==> src/rtl/aud_pkg.sv <==
// Shared types and sizing for the audio recorder: sample/address widths and the capture FSM states.
package aud_pkg;

    localparam int unsigned SAMPLE_W = 16;
    localparam int unsigned ADDR_W   = 20;
    localparam int unsigned CNT_W    = 4;

    localparam logic [ADDR_W-1:0] ADDR_MAX_DEFAULT = 20'hFFFFF;

    typedef enum logic [2:0] {
        S_IDLE,
        S_WAIT_LOW,
        S_WAIT_HIGH,
        S_SKIP,
        S_SHIFT,
        S_STORE,
        S_PAUSE
    } state_e;

endpackage

==> src/rtl/i2s_rx_shifter.sv <==
// Serial-to-parallel shifter for one I2S word, MSB first, with a down-counting bit counter.
module i2s_rx_shifter
    import aud_pkg::*;
(
    input  logic                clk,
    input  logic                rst_n,
    input  logic                load,
    input  logic                clear,
    input  logic                shift_en,
    input  logic                sdata,
    output logic [SAMPLE_W-1:0] word,
    output logic                done
);

    logic [SAMPLE_W-1:0] sr_q;
    logic [CNT_W-1:0]    cnt_q;

    // word and done describe the edge in progress, so the caller can latch the
    // completed sample on the same edge that shifts in its last bit.
    assign word = {sr_q[SAMPLE_W-2:0], sdata};
    assign done = shift_en && (cnt_q == '0);

    always_ff @(posedge clk or negedge rst_n) begin
        if (!rst_n) begin
            sr_q  <= '0;
            cnt_q <= CNT_W'(SAMPLE_W - 1);
        end else if (clear) begin
            sr_q  <= '0;
            cnt_q <= CNT_W'(SAMPLE_W - 1);
        end else if (load) begin
            cnt_q <= CNT_W'(SAMPLE_W - 1);
        end else if (shift_en) begin
            sr_q  <= word;
            cnt_q <= cnt_q - CNT_W'(1);
        end
    end

endmodule

==> src/rtl/aud_recorder.sv <==
// Left-channel I2S capture into SRAM: start/pause/stop control, frame alignment and address counting.
module aud_recorder
    import aud_pkg::*;
#(
    parameter logic [ADDR_W-1:0] ADDR_MAX = ADDR_MAX_DEFAULT
) (
    input  logic                i_bclk,
    input  logic                i_rst_n,
    input  logic                i_lrc,
    input  logic                i_start,
    input  logic                i_pause,
    input  logic                i_stop,
    input  logic                i_data,
    output logic [ADDR_W-1:0]   o_address,
    output logic [SAMPLE_W-1:0] o_data,
    output logic                o_we,
    output logic                o_full
);

    state_e              state;
    logic                active;
    logic                sh_clear;
    logic                sh_load;
    logic                sh_shift;
    logic [SAMPLE_W-1:0] sh_word;
    logic                sh_done;

    // States a pause request may interrupt; a write in S_STORE always completes.
    assign active = (state == S_WAIT_LOW) || (state == S_WAIT_HIGH) ||
                    (state == S_SKIP) || (state == S_SHIFT);

    always_comb begin
        sh_clear = i_stop || (i_pause && active);
        sh_load  = !sh_clear && (state == S_SKIP);
        sh_shift = !sh_clear && (state == S_SHIFT);
    end

    i2s_rx_shifter u_shifter (
        .clk      (i_bclk),
        .rst_n    (i_rst_n),
        .load     (sh_load),
        .clear    (sh_clear),
        .shift_en (sh_shift),
        .sdata    (i_data),
        .word     (sh_word),
        .done     (sh_done)
    );

    always_ff @(posedge i_bclk or negedge i_rst_n) begin
        if (!i_rst_n) begin
            state     <= S_IDLE;
            o_address <= '0;
            o_data    <= '0;
            o_we      <= 1'b0;
            o_full    <= 1'b0;
        end else begin
            o_we <= 1'b0;
            if (i_stop) begin
                state     <= S_IDLE;
                o_address <= '0;
                o_full    <= 1'b0;
            end else begin
                unique case (state)
                    S_IDLE: begin
                        if (i_start && !i_pause && !o_full) state <= S_WAIT_LOW;
                    end
                    S_WAIT_LOW: begin
                        if (i_pause)     state <= S_PAUSE;
                        else if (!i_lrc) state <= S_WAIT_HIGH;
                    end
                    S_WAIT_HIGH: begin
                        if (i_pause)    state <= S_PAUSE;
                        else if (i_lrc) state <= S_SKIP;
                    end
                    S_SKIP: begin
                        state <= i_pause ? S_PAUSE : S_SHIFT;
                    end
                    S_SHIFT: begin
                        if (i_pause) begin
                            state <= S_PAUSE;
                        end else if (sh_done) begin
                            o_data <= sh_word;
                            o_we   <= 1'b1;
                            state  <= S_STORE;
                        end
                    end
                    S_STORE: begin
                        if (o_address == ADDR_MAX) begin
                            o_full <= 1'b1;
                            state  <= S_IDLE;
                        end else begin
                            o_address <= o_address + ADDR_W'(1);
                            state     <= i_pause ? S_PAUSE : S_WAIT_LOW;
                        end
                    end
                    S_PAUSE: begin
                        if (i_start && !i_pause) state <= S_WAIT_LOW;
                    end
                    default: state <= S_IDLE;
                endcase
            end
        end
    end

endmodule

==> config.mk <==
export PLATFORM = sky130hd
export DESIGN_NAME = aud_recorder
export DESIGN_NICKNAME = d
export VERILOG_FILES = /design/src/rtl/aud_pkg.sv /design/src/rtl/i2s_rx_shifter.sv /design/src/rtl/aud_recorder.sv
export SDC_FILE = /design/constraint.sdc
export NUM_CORES = 1
export LEC_CHECK = 0
export BUFFER_PORTS_ARGS = -buffer_cell sky130_fd_sc_hd__buf_2
export CAP_MARGIN = 20
export CORE_MARGIN = 2
export CORE_UTILIZATION = 55
export DETAILED_ROUTE_END_ITERATION = 12
export PLACE_DENSITY = 0.87
export SLEW_MARGIN = 20
export SYNTH_ARGS = -nofsm -noshare
export SYNTH_HDL_FRONTEND = slang
export SYNTH_SLANG_ARGS = --single-unit
==> constraint.sdc <==
create_clock -name i_bclk -period 4 [get_ports i_bclk]
set_input_delay 0.4 -clock i_bclk [delete_from_list [all_inputs] [get_ports i_bclk]]
set_output_delay 0.4 -clock i_bclk [all_outputs]
set_load 0.02 [all_outputs]
==> impl_metrics.toml, run 1 <==
[run_status]
run_status = "complete, no violations"

[synth]
synth-seq-cells = 60
synthesis.area_sq_um = 2872
synthDistinctLibCells = 51
synth.avg_cell_area_sq_um = 9.800
yosys_warnings = 0
synth_cells = 293
synth_nets = 303
synth_seq_area_share_pct = 52.46

[power_and_ir_drop]
sequentialPowerShare_pct = 47.0
switching_share_pct = 26.69
power.combinational.fraction_pct = 11.7
share_clk_of_total_power_pct = 41.3
intPower_uw = 1056
vdd.ir_drop.worst_uv = 188.5
powerDensity_nw_per_um2 = 432.4
power.switching_uw = 384.5
power.leakage_uw = 0.001678

[global_route]
first_global_vias = 2126
grt.overflow.total = 0
grt_start_max_net_pins = 61
initial_antenna_violation_count = 0
wire_length_of_the_first_global_routing_pass_mm = 10.05
track_usage_pct = 21.60

[sta]
maxClockFrequency_mhz = 403.0
timing_max_transition_violations_final = 0
timing_hold_violations_final = 0
finalSetupViolCount = 0
clock-skew-final_ns = 0.01140
period_needed_ns = 2.482
worst_slew_pin_slew_ns = 0.9287
worst_slack_ns = 1.518
grt_setup_unrepaired = "no"
final.setup.tns_ns = 0
timing.final.crit_share_pct = 62.04
timing.max_slew.rel_slack_pct = 37.75

[route]
post_drt_wl_per_cell_microns = 13.97
final_routed_wirelength_across_all_metal_layers_mm = 5.712
avgViaCountPerCell = 5.597
detail_route.first_pass.iterations = 4
drc = 0
drt_iter0_markers = 107
via_count = 2289
final_ant_viol_nets = 0

[critical_path]
criticalPathCategory = "flip-flop to flip-flop"
worst_r2r_startpoint = "state[2]"
cp.required_ns = 4.20
crit_fanout = 17
cp-end-kind = "flip-flop"
timing.critical_path.from = "state[2]"
critPathArrivalTime_ns = 2.68
startpoint_type = "flip-flop"

[placement]
gp_congestion = 0.8007
pre_cts_ws_ns = 1.517
port_buffers = 44
place_hpwl_mm = 3.860
post-place-cells = 393
placement.cell_area_sq_um = 3114

[layout]
layout-drive-gt1-share_pct = 21.83
layout_common_cells = "nand2_1, dfrtp_1, buf_2"
final_cell_area_sq_um = 3332
fillers = 434
antenna_cells_inserted = 0
syn_to_final_growth_pct = 16.04
layoutNonFillerInstCount = 409
final_core_util_pct = 65.66
design.final.nets = 344

[cts]
cts.clk_slew.worst_paths_ns = 0.06
root_buffer_cell = "clkbuf_8"
cts_made_buffers = 9
clock_tree.htree_level_count = 3
cts_tree = "yes"
cts_hold_buf = 0
cts.sinks = 60
worstSkewPairLatency_ns = 0.34
cts_max_path_buffers = 2
post_cts_resize_count = 0
buffers_inserted_during_post_cts_setup_optimization = 0

[flow_run]
cap_violations = 0

[floorplan]
die_area_sq_um = 5815
fp.coreArea_sq_um = 5075
design.portCount = 45
chipHeight_microns = 76.26
effective_utilization_at_floorplan_pct = 56.58
rows = 26
die_x_microns = 76.26

[min_path]
timing.hold.worst.class = "input pin to asynchronous set/reset pin"
-- per-layer routing --
metal | global-route usage (%) | routed length, microns | vias to the layer above
met5 | 0 | 0 | -
met1 | 29.59 | 2603 | 1097
met3 | 6.161 | 340 | 6
met2 | 33.01 | 2691 | 68
met4 | 8.000 | 76 | 0
li1 | - | - | 1118
-- cells by family after synthesis --
| logic type | Yosys count | synth area share (%) |
|---|---|---|
| AO/OA/AOI/OAI | 52 | 13.29 |
| AND/OR/NAND/NOR | 139 | 23.62 |
| multiplexers | 3 | 1.133 |
| adder cells (fa/ha/maj) | 3 | 1.307 |
| XOR/XNOR | 15 | 4.575 |
| buffers and inverters | 21 | 3.616 |
| flip-flops | 60 | 52.46 |
-- per-stage QoR --
stage / hold slack, ns / power [uW]
global placement: 0.4526 / 842.4
global route: 0.2723 / 1518
detailed placement: 0.4573 / 855.5
floorplan: 0.1044 / 807.7
finish: 0.2061 / 1441
CTS: 0.2247 / 1458
-- registers in the layout (all words and copies together), names as in the netlist --
register	count
o_address	20
o_data	16
o_full	1
o_we	1
state	3
u_shifter.cnt_q	4
u_shifter.sr_q	15
-- final timing paths --
check | to | slack [ns] | cells past startpoint
setup / recovery | state[2] | 1.52 | 5
hold / removal | o_data[0] | 0.21 | 2
setup reg to reg | state[2] | 1.52 | 5
hold reg to reg | o_data[4] | 0.47 | 2
max in group asynchronous | o_address[9] | 3.31 | 2
min in group i_bclk | o_data[0] | 0.29 | 3
-- critical path, stage by stage (launching register included) --
cell	delay [ns]
dfrtp_1	0.60
or3b_1	0.49
nor3_2	0.74
a211o_2	0.29
a311o_1	0.13
o21ai_0	0.09
-- power groups by stage --
stage	registers [uW]	clock network (uW)	logic, uW
final	677	595	169
after global routing	682	644	191
after CTS	675	614	169
after detailed placement	686	0	169
after global placement	680	0	162
after floorplan	652	0	156
-- area by class of cell --
cell class,instances,area (sq um),share of cell area [%]
Timing Repair Buffer,46,235.2,7.060
Sequential cell,60,1506,45.21
Multi-Input combinational cell,212,1261,37.85
Clock buffer,12,145.1,4.356
Inverter,5,23.77,0.7135
Clock inverter,4,72.57,2.178
Tap cell,70,87.58,2.629
-- cells in the mapped netlist, drive strengths merged --
master	instances	area, sq um
o2111ai	1	8.760
nor2b	4	25.02
mux2i	1	10.01
nor3b	3	22.52
nor2	30	112.6
or4b	1	10.01
a21oi	7	35.03
a31oi	2	12.51
ha	3	37.54
o211a	1	10.01
nand4b	1	8.760
clkbuf	11	42.54
nor4	5	31.28
a211o	1	10.01
a211oi	1	7.510
or3	2	12.51
a2111oi	3	26.28
a311o	1	10.01
and3b	1	8.760
o21ai	12	63.81
nand3b	2	15.01
buf	5	37.53
and3	6	37.54
o311ai	2	17.52
inv	4	15.01
or4	3	26.27
or3b	3	26.28
clkinv	1	8.760
and2	2	12.51
nand3	7	35.03
and4	2	17.52
dfstp	4	105.1
a22o	15	131.4
nand2	56	210.2
xor2	10	87.58
a41o	1	10.01
a32oi	1	8.760
xnor2	5	43.79
mux2	2	22.52
nand4	4	25.02
nor3	6	35.03
o211ai	4	30.03
dfrtp	56	1401
nand2b	1	6.260
Power figures use the tool's default switching activity.
==> run 2, diff against run 1 <==
Settings changed: ABC_AREA from default to 1, PLACE_DENSITY 0.87 to 0.86.
Clock period 4 ns to 2.3 ns, I/O delays scaled along.
==> run 2 against run 1 <==
Final cell count increased by 25%. Utilization fell by 0.62 points. Combinational power increased by 95%. Synthesized cell count increased by 32%. Clock power rose by 59%. Sequential cell count stayed put.
==> impl_metrics.toml, run 2 <==
[global_route]
wire_length_of_the_first_global_routing_pass_mm = 11.83
initial_antenna_violation_count = 0
groute.layer.met3.usage_pct = 5.862
grt_start_max_net_pins = 33
track_usage_pct = 24.49
global_route.usage.met2_pct = 38.72
first_global_vias = 2661
grt_busiest_layer = "met2"
globalRouteMet1Util_pct = 31.52
grt.overflow.total = 0

[route]
final_routed_wirelength_across_all_metal_layers_mm = 6.790
detail_route.first_pass.iterations = 4
final_ant_viol_nets = 0
drt_iter0_markers = 215
drc = 0
via_count = 2728
post_drt_wl_per_cell_microns = 13.26
avgViaCountPerCell = 5.328

[sta]
timing.final.crit_share_pct = 82.56
final.setup.tns_ns = 0
worst_slack_ns = 0.4010
timing.max_slew.rel_slack_pct = 57.92
period_needed_ns = 1.899
timing_max_transition_violations_final = 0
maxClockFrequency_mhz = 526.6
grt_setup_unrepaired = "no"
finalSetupViolCount = 0
timing_hold_violations_final = 0
worst_slew_pin_slew_ns = 0.6294
clock-skew-final_ns = 0.008354

[cts]
buffers_inserted_during_post_cts_setup_optimization = 0
cts_hold_buf = 1
cts.clk_slew.worst_paths_ns = 0.07
cts_max_path_buffers = 2
root_buffer_cell = "clkbuf_8"
post_cts_resize_count = 0
cts_tree = "yes"
cts_made_buffers = 9
clock_tree.htree_level_count = 3
worstSkewPairLatency_ns = 0.34
cts.sinks = 60

[synth]
yosys.area.top_type = "dfrtp_1"
synthesis.area_sq_um = 3059
synthDistinctLibCells = 29
synth.avg_cell_area_sq_um = 7.905
post_synth_arst_share_pct = 100.0
synth_most_common_cell = "nand2_1"
dominantRegCellSynth = "dfrtp_1"
synth_nets = 397
top_cells_by_count_synth = "nand2_1, dfrtp_1, inv_1, nor2_1, nand3_1"
synth-seq-cells = 60
synth_cells = 387
yosys_warnings = 0
synth_edf_count = 0
yosys-top-cells-area = "dfrtp_1, nand2_1, inv_1, nand3_1, nor2_1"
synth_seq_area_share_pct = 49.24
synth.top_cell.area_share_pct = 45.81

[floorplan]
design.portCount = 45
die_x_microns = 78.58
rows = 27
die_area_sq_um = 6175
chipHeight_microns = 78.58
fp.coreArea_sq_um = 5439
effective_utilization_at_floorplan_pct = 56.25

[run_status]
run_status = "complete, no violations"

[layout]
reg.largest.list = "o_address (20), o_data (16), u_shifter.sr_q (15)"
design.final.nets = 445
layout-drive-gt1-share_pct = 20.68
antenna_cells_inserted = 0
largest_register = "o_address"
largest_register_ff_count = 20
final_core_util_pct = 65.03
syn_to_final_growth_pct = 15.62
layout_common_cells = "nand2_1, dfrtp_1, inv_1"
layout.cells.most_common = "nand2_1"

[placement]
port_buffers = 44
gp_congestion = 0.9296
place_hpwl_mm = 4.907
pre_cts_ws_ns = 0.4237

[critical_path]
startpoint_type = "flip-flop"
cp.required_ns = 2.57
critPathArrivalTime_ns = 2.16
worst_r2r_startpoint = "o_address[0]"
timing.critical_path.from = "o_address[0]"
cp-end-kind = "flip-flop"
crit_fanout = 15
criticalPathCategory = "flip-flop to flip-flop"

[power_and_ir_drop]
vdd.ir_drop.worst_uv = 384.8
power.leakage_uw = 0.001724
powerDensity_nw_per_um2 = 674.4

[flow_run]
cap_violations = 0

[min_path]
worst_hold_startpoint = "i_lrc"
timing.hold.worst.class = "input pin to flip-flop"
==> run 2: cell count changes after synthesis, sizes merged, moves of 5 or more <==
cell | previous run | this run
a22o | 15 | 0
and3 | 6 | 1
clkbuf | 11 | 2
inv | 4 | 55
nand2 | 56 | 109
nand3 | 7 | 30
nand4 | 4 | 12
nor2 | 30 | 39
nor4 | 5 | 0
o21ai | 12 | 36
o22ai | 0 | 15
xor2 | 10 | 1
==> run 2: worst max-delay path, cell delays in order, from the launching register on <==
cell	delay, ns
dfrtp_1	0.43
ha_1	0.30
nand2_2	0.11
nor2_4	0.13
nand2_2	0.08
nor2_4	0.13
nand2_2	0.08
nand2_4	0.10
nand2_4	0.13
inv_2	0.19
nand2_1	0.06
o21ai_1	0.08
==> run 2: area by class of cell <==
class / instances / area, sq um
Fill cell: 456 / 1902
Clock buffer: 9 / 123.9
Inverter: 55 / 206.4
Multi-Input combinational cell: 261 / 1281
Sequential cell: 60 / 1506
Tap cell: 72 / 90.09
Clock inverter: 7 / 76.32
Timing Repair Buffer: 48 / 252.7
==> run 2: logic make-up (layout without fill, tap and decap cells) <==
group	count (synthesis)	count (layout)	share of synthesized area, %
flip-flops	60	60	49.24
XOR/XNOR	4	4	1.145
AND/OR/NAND/NOR	195	195	28.96
adder cells (fa/ha/maj)	3	3	1.227
AO/OA/AOI/OAI	59	59	10.55
buffers and inverters	66	119	8.875
==> run 2: final timing paths <==
| path | end | slack, ns | cells after the start |
|---|---|---|---|
| setup / recovery | o_address[5] | 0.40 | 11 |
| hold / removal | state[0] | 0.16 | 3 |
| setup reg to reg | o_address[5] | 0.40 | 11 |
| hold reg to reg | o_data[12] | 0.48 | 2 |
| max in group asynchronous | o_address[18] | 1.14 | 3 |
| min in group asynchronous | o_data[1] | 0.43 | 2 |
==> run 2: metrics by stage <==
| step | hold slack [ns] | cells | cell area, sq um | power (uW) |
|---|---|---|---|---|
| 4_1_cts | 0.1558 | 512 | 3537 | 2402 |
| 3_5_place_dp | 0.2919 | 495 | 3327 | 1457 |
| 2_1_floorplan | -0.06559 | 387 | 3059 | 1377 |
| 6_report | 0.1634 | 512 | 3537 | 2385 |
| 3_3_place_gp | 0.2850 | 495 | 3327 | 1443 |
| 5_1_grt | 0.1780 | 512 | 3537 | 2507 |
==> run 2: report_power, final <==
| group | total, uW | leakage (uW) | internal [uW] | switching (uW) |
|---|---|---|---|---|
| clock | 945 | 0.0000958 | 504 | 441 |
| sequential | 1110 | 0.000823 | 1080 | 28.0 |
| combinational | 330 | 0.000806 | 94.7 | 235 |
| total | 2390 | 0.00172 | 1680 | 704 |
==> run 2: per-layer routing <==
layer / wire length, microns / vias up
met1: 2995 / 1281
met5: 0 / -
met3: 384 / 16
li1: - / 1350
met2: 3260 / 81
met4: 150 / 0
==> run 3, diff against run 2 <==
Settings changed: CORE_UTILIZATION 55 to 51, PLACE_DENSITY 0.86 to 0.84.
Clock period 2.3 ns to 1.6 ns, I/O delays scaled along.
==> run 3 against run 2 <==
Routed wire length grew 4.9%. Final cell count rose by 5.9%. Critical endpoint is now o_address[17]. Largest cell class unchanged. Hold slack got worse by 0.062 ns. Critical path type unchanged. Combinational power grew 59%. Clock skew fell by 0.00097 ns.
==> impl_metrics.toml, run 3 (synthesized netlist as in run 2, its figures left out) <==
[min_path]
timing.hold.worst.class = "input pin to flip-flop"
timing.hold.worst_path_depth = 3
worst_hold_startpoint = "i_lrc"
min_delay_worst_endpoint = "state[0]"

[route]
final_ant_viol_nets = 0
drt_iter0_markers = 150
avgViaCountPerCell = 5.205
via_count = 2821
final_routed_wirelength_across_all_metal_layers_mm = 7.123
detail_route.first_pass.iterations = 4
drc = 0
post_drt_wl_per_cell_microns = 13.14

[placement]
port_buffers = 44
place_hpwl_mm = 5.111
placement.cell_area_sq_um = 3578
gp_congestion = 0.9572

[power_and_ir_drop]
power.leakage_uw = 0.001892
vdd.ir_drop.worst_uv = 649.3
finalPower_uw = 3640
powerDensity_nw_per_um2 = 946.3

[sta]
finalSetupViolCount = 0
timing_hold_violations_final = 0
timing.max_slew.rel_slack_pct = 73.98
clock-skew-final_ns = 0.007388
period_needed_ns = 1.521
maxClockFrequency_mhz = 657.3
timing_max_transition_violations_final = 0
worst_slew_pin_slew_ns = 0.3899
timing.final.crit_share_pct = 95.09

[layout]
largest_register_ff_count = 20
antenna_cells_inserted = 0
layout.cells.most_common = "nand2_1"
design.final.nets = 472
layout_common_cells = "nand2_1, dfrtp_1, inv_1"
syn_to_final_growth_pct = 25.73
largest_register = "o_address"
sequential_standard_cell_area_sq_um = 1509
multiInputGateArea_sq_um = 1316
final_cell_area_sq_um = 3846
fillers = 479
layout-drive-gt1-share_pct = 26.98
reg.largest.list = "o_address (20), o_data (16), u_shifter.sr_q (15)"

[run_status]
run_status = "complete, no violations"

[cts]
cts.sinks = 60
cts.clk_slew.worst_paths_ns = 0.07
cts_tree = "yes"
clock_tree.htree_level_count = 3
root_buffer_cell = "clkbuf_8"
worstSkewPairLatency_ns = 0.34
cts_max_path_buffers = 2
cts_made_buffers = 9

[critical_path]
path_cells = "buf_4 -> nand2_1 -> nor2_1 -> nand2_1 -> nor2_1 -> nand2_1 -> nand2_1 -> nand4_1 -> o21ai_1"
r2r-end = "o_address[17]"
worst_r2r_startpoint = "o_address[5]"
cp.required_ns = 1.87
worst_path_max_delay_cell = "dfrtp_1"
timing.critical_path.mode_cell = "nand2_1"
crit_fanout = 5
ff2ff_setup_slack_ns = 0.08
timing.reg2reg.worst_path_depth = 9
criticalPathCategory = "flip-flop to flip-flop"
cp.buffers_inverters = 1
startpoint_type = "flip-flop"
crit_family = "simple AND/OR/NAND/NOR gates"
cp_slowest_stage_delay_ns = 0.36
cp-end-kind = "flip-flop"
critPathArrivalTime_ns = 1.79

[global_route]
first_global_vias = 2677
track_usage_pct = 23.67
grt.overflow.total = 0
grt_start_max_net_pins = 33
initial_antenna_violation_count = 0
wire_length_of_the_first_global_routing_pass_mm = 11.95

[floorplan]
fp.coreArea_sq_um = 5851
die_x_microns = 81.45
design.portCount = 45
die_area_sq_um = 6634
rows = 28
effective_utilization_at_floorplan_pct = 52.29
chipHeight_microns = 81.45

[flow_run]
cap_violations = 0
run 3: cell types whose count changed in the layout (fill, tap and decap cells not counted), moves of 2 or more:
cell | previous run | this run
buf_4 | 3 | 27
buf_12 | 0 | 3
dfrtp_1 | 56 | 54
dfrtp_2 | 0 | 2
inv_2 | 6 | 4
inv_4 | 0 | 2
nand2_1 | 102 | 100
nand2_2 | 4 | 6
run 3: worst min-delay path, stage by stage:
cell	delay (ns)
buf_2	0.10
nand3_1	0.08
nand2_1	0.06
run 3: worst max-delay path by stage:
| stage | startpoint | depth (start not counted) | slack, ns | endpoint |
|---|---|---|---|---|
| floorplan | o_address[0] | 11 | 0.0004 | o_address[9] |
| global placement | u_shifter.cnt_q[0] | 10 | 0.12 | state[0] |
| detailed placement | u_shifter.cnt_q[0] | 10 | 0.08 | state[1] |
| CTS | u_shifter.cnt_q[0] | 10 | 0.06 | state[0] |
| global route | o_address[5] | 9 | -0.01 | o_address[17] |
| finish | o_address[5] | 9 | 0.08 | o_address[17] |
run 3: layer usage:
layer / track usage, % / part of all wire, %
met5: 0 / 0
met4: 9.492 / 2.8
met3: 5.604 / 5.9
met2: 40.33 / 48
met1: 28.89 / 43
run 3: per-stage QoR:
stage | setup WS [ns] | util (%) | setup TNS [ns] | cells | hold slack [ns]
after floorplan | 0.0003767 | - | 0 | 387 | -0.1356
after global routing | -0.01073 | 65.74 | -0.01073 | 542 | 0.1050
final | 0.07862 | 65.74 | 0 | 542 | 0.1014
after global placement | 0.1181 | 61.16 | 0 | 524 | 0.06052
after detailed placement | 0.07781 | 61.16 | 0 | 524 | 0.06528
after CTS | 0.06038 | 65.14 | 0 | 541 | 0.08728
run 3: area by class of cell:
cell class / count / share of cell area, %
repair buffers: 75 / 12.82
clock buffers: 9 / 3.221
clock inverters: 7 / 2.570
multi-input cells: 261 / 34.22
flip-flops and latches: 60 / 39.23
inverters: 55 / 5.498
well taps: 75 / 2.440
run 3: timing repair:
item,in CTS,in global routing
endpoints found under the setup margin,0,16
gates resized for setup,0,11
setup buffers,0,1
hold buffers,1,0
hold endpoints to repair,11,0
run 3: report_power, final:
| group | leakage, uW | internal [uW] | switching (uW) |
|---|---|---|---|
| logic | 0.000963 | 180 | 345 |
| registers | 0.000819 | 1560 | 37.5 |
| clock network | 0.000110 | 883 | 637 |
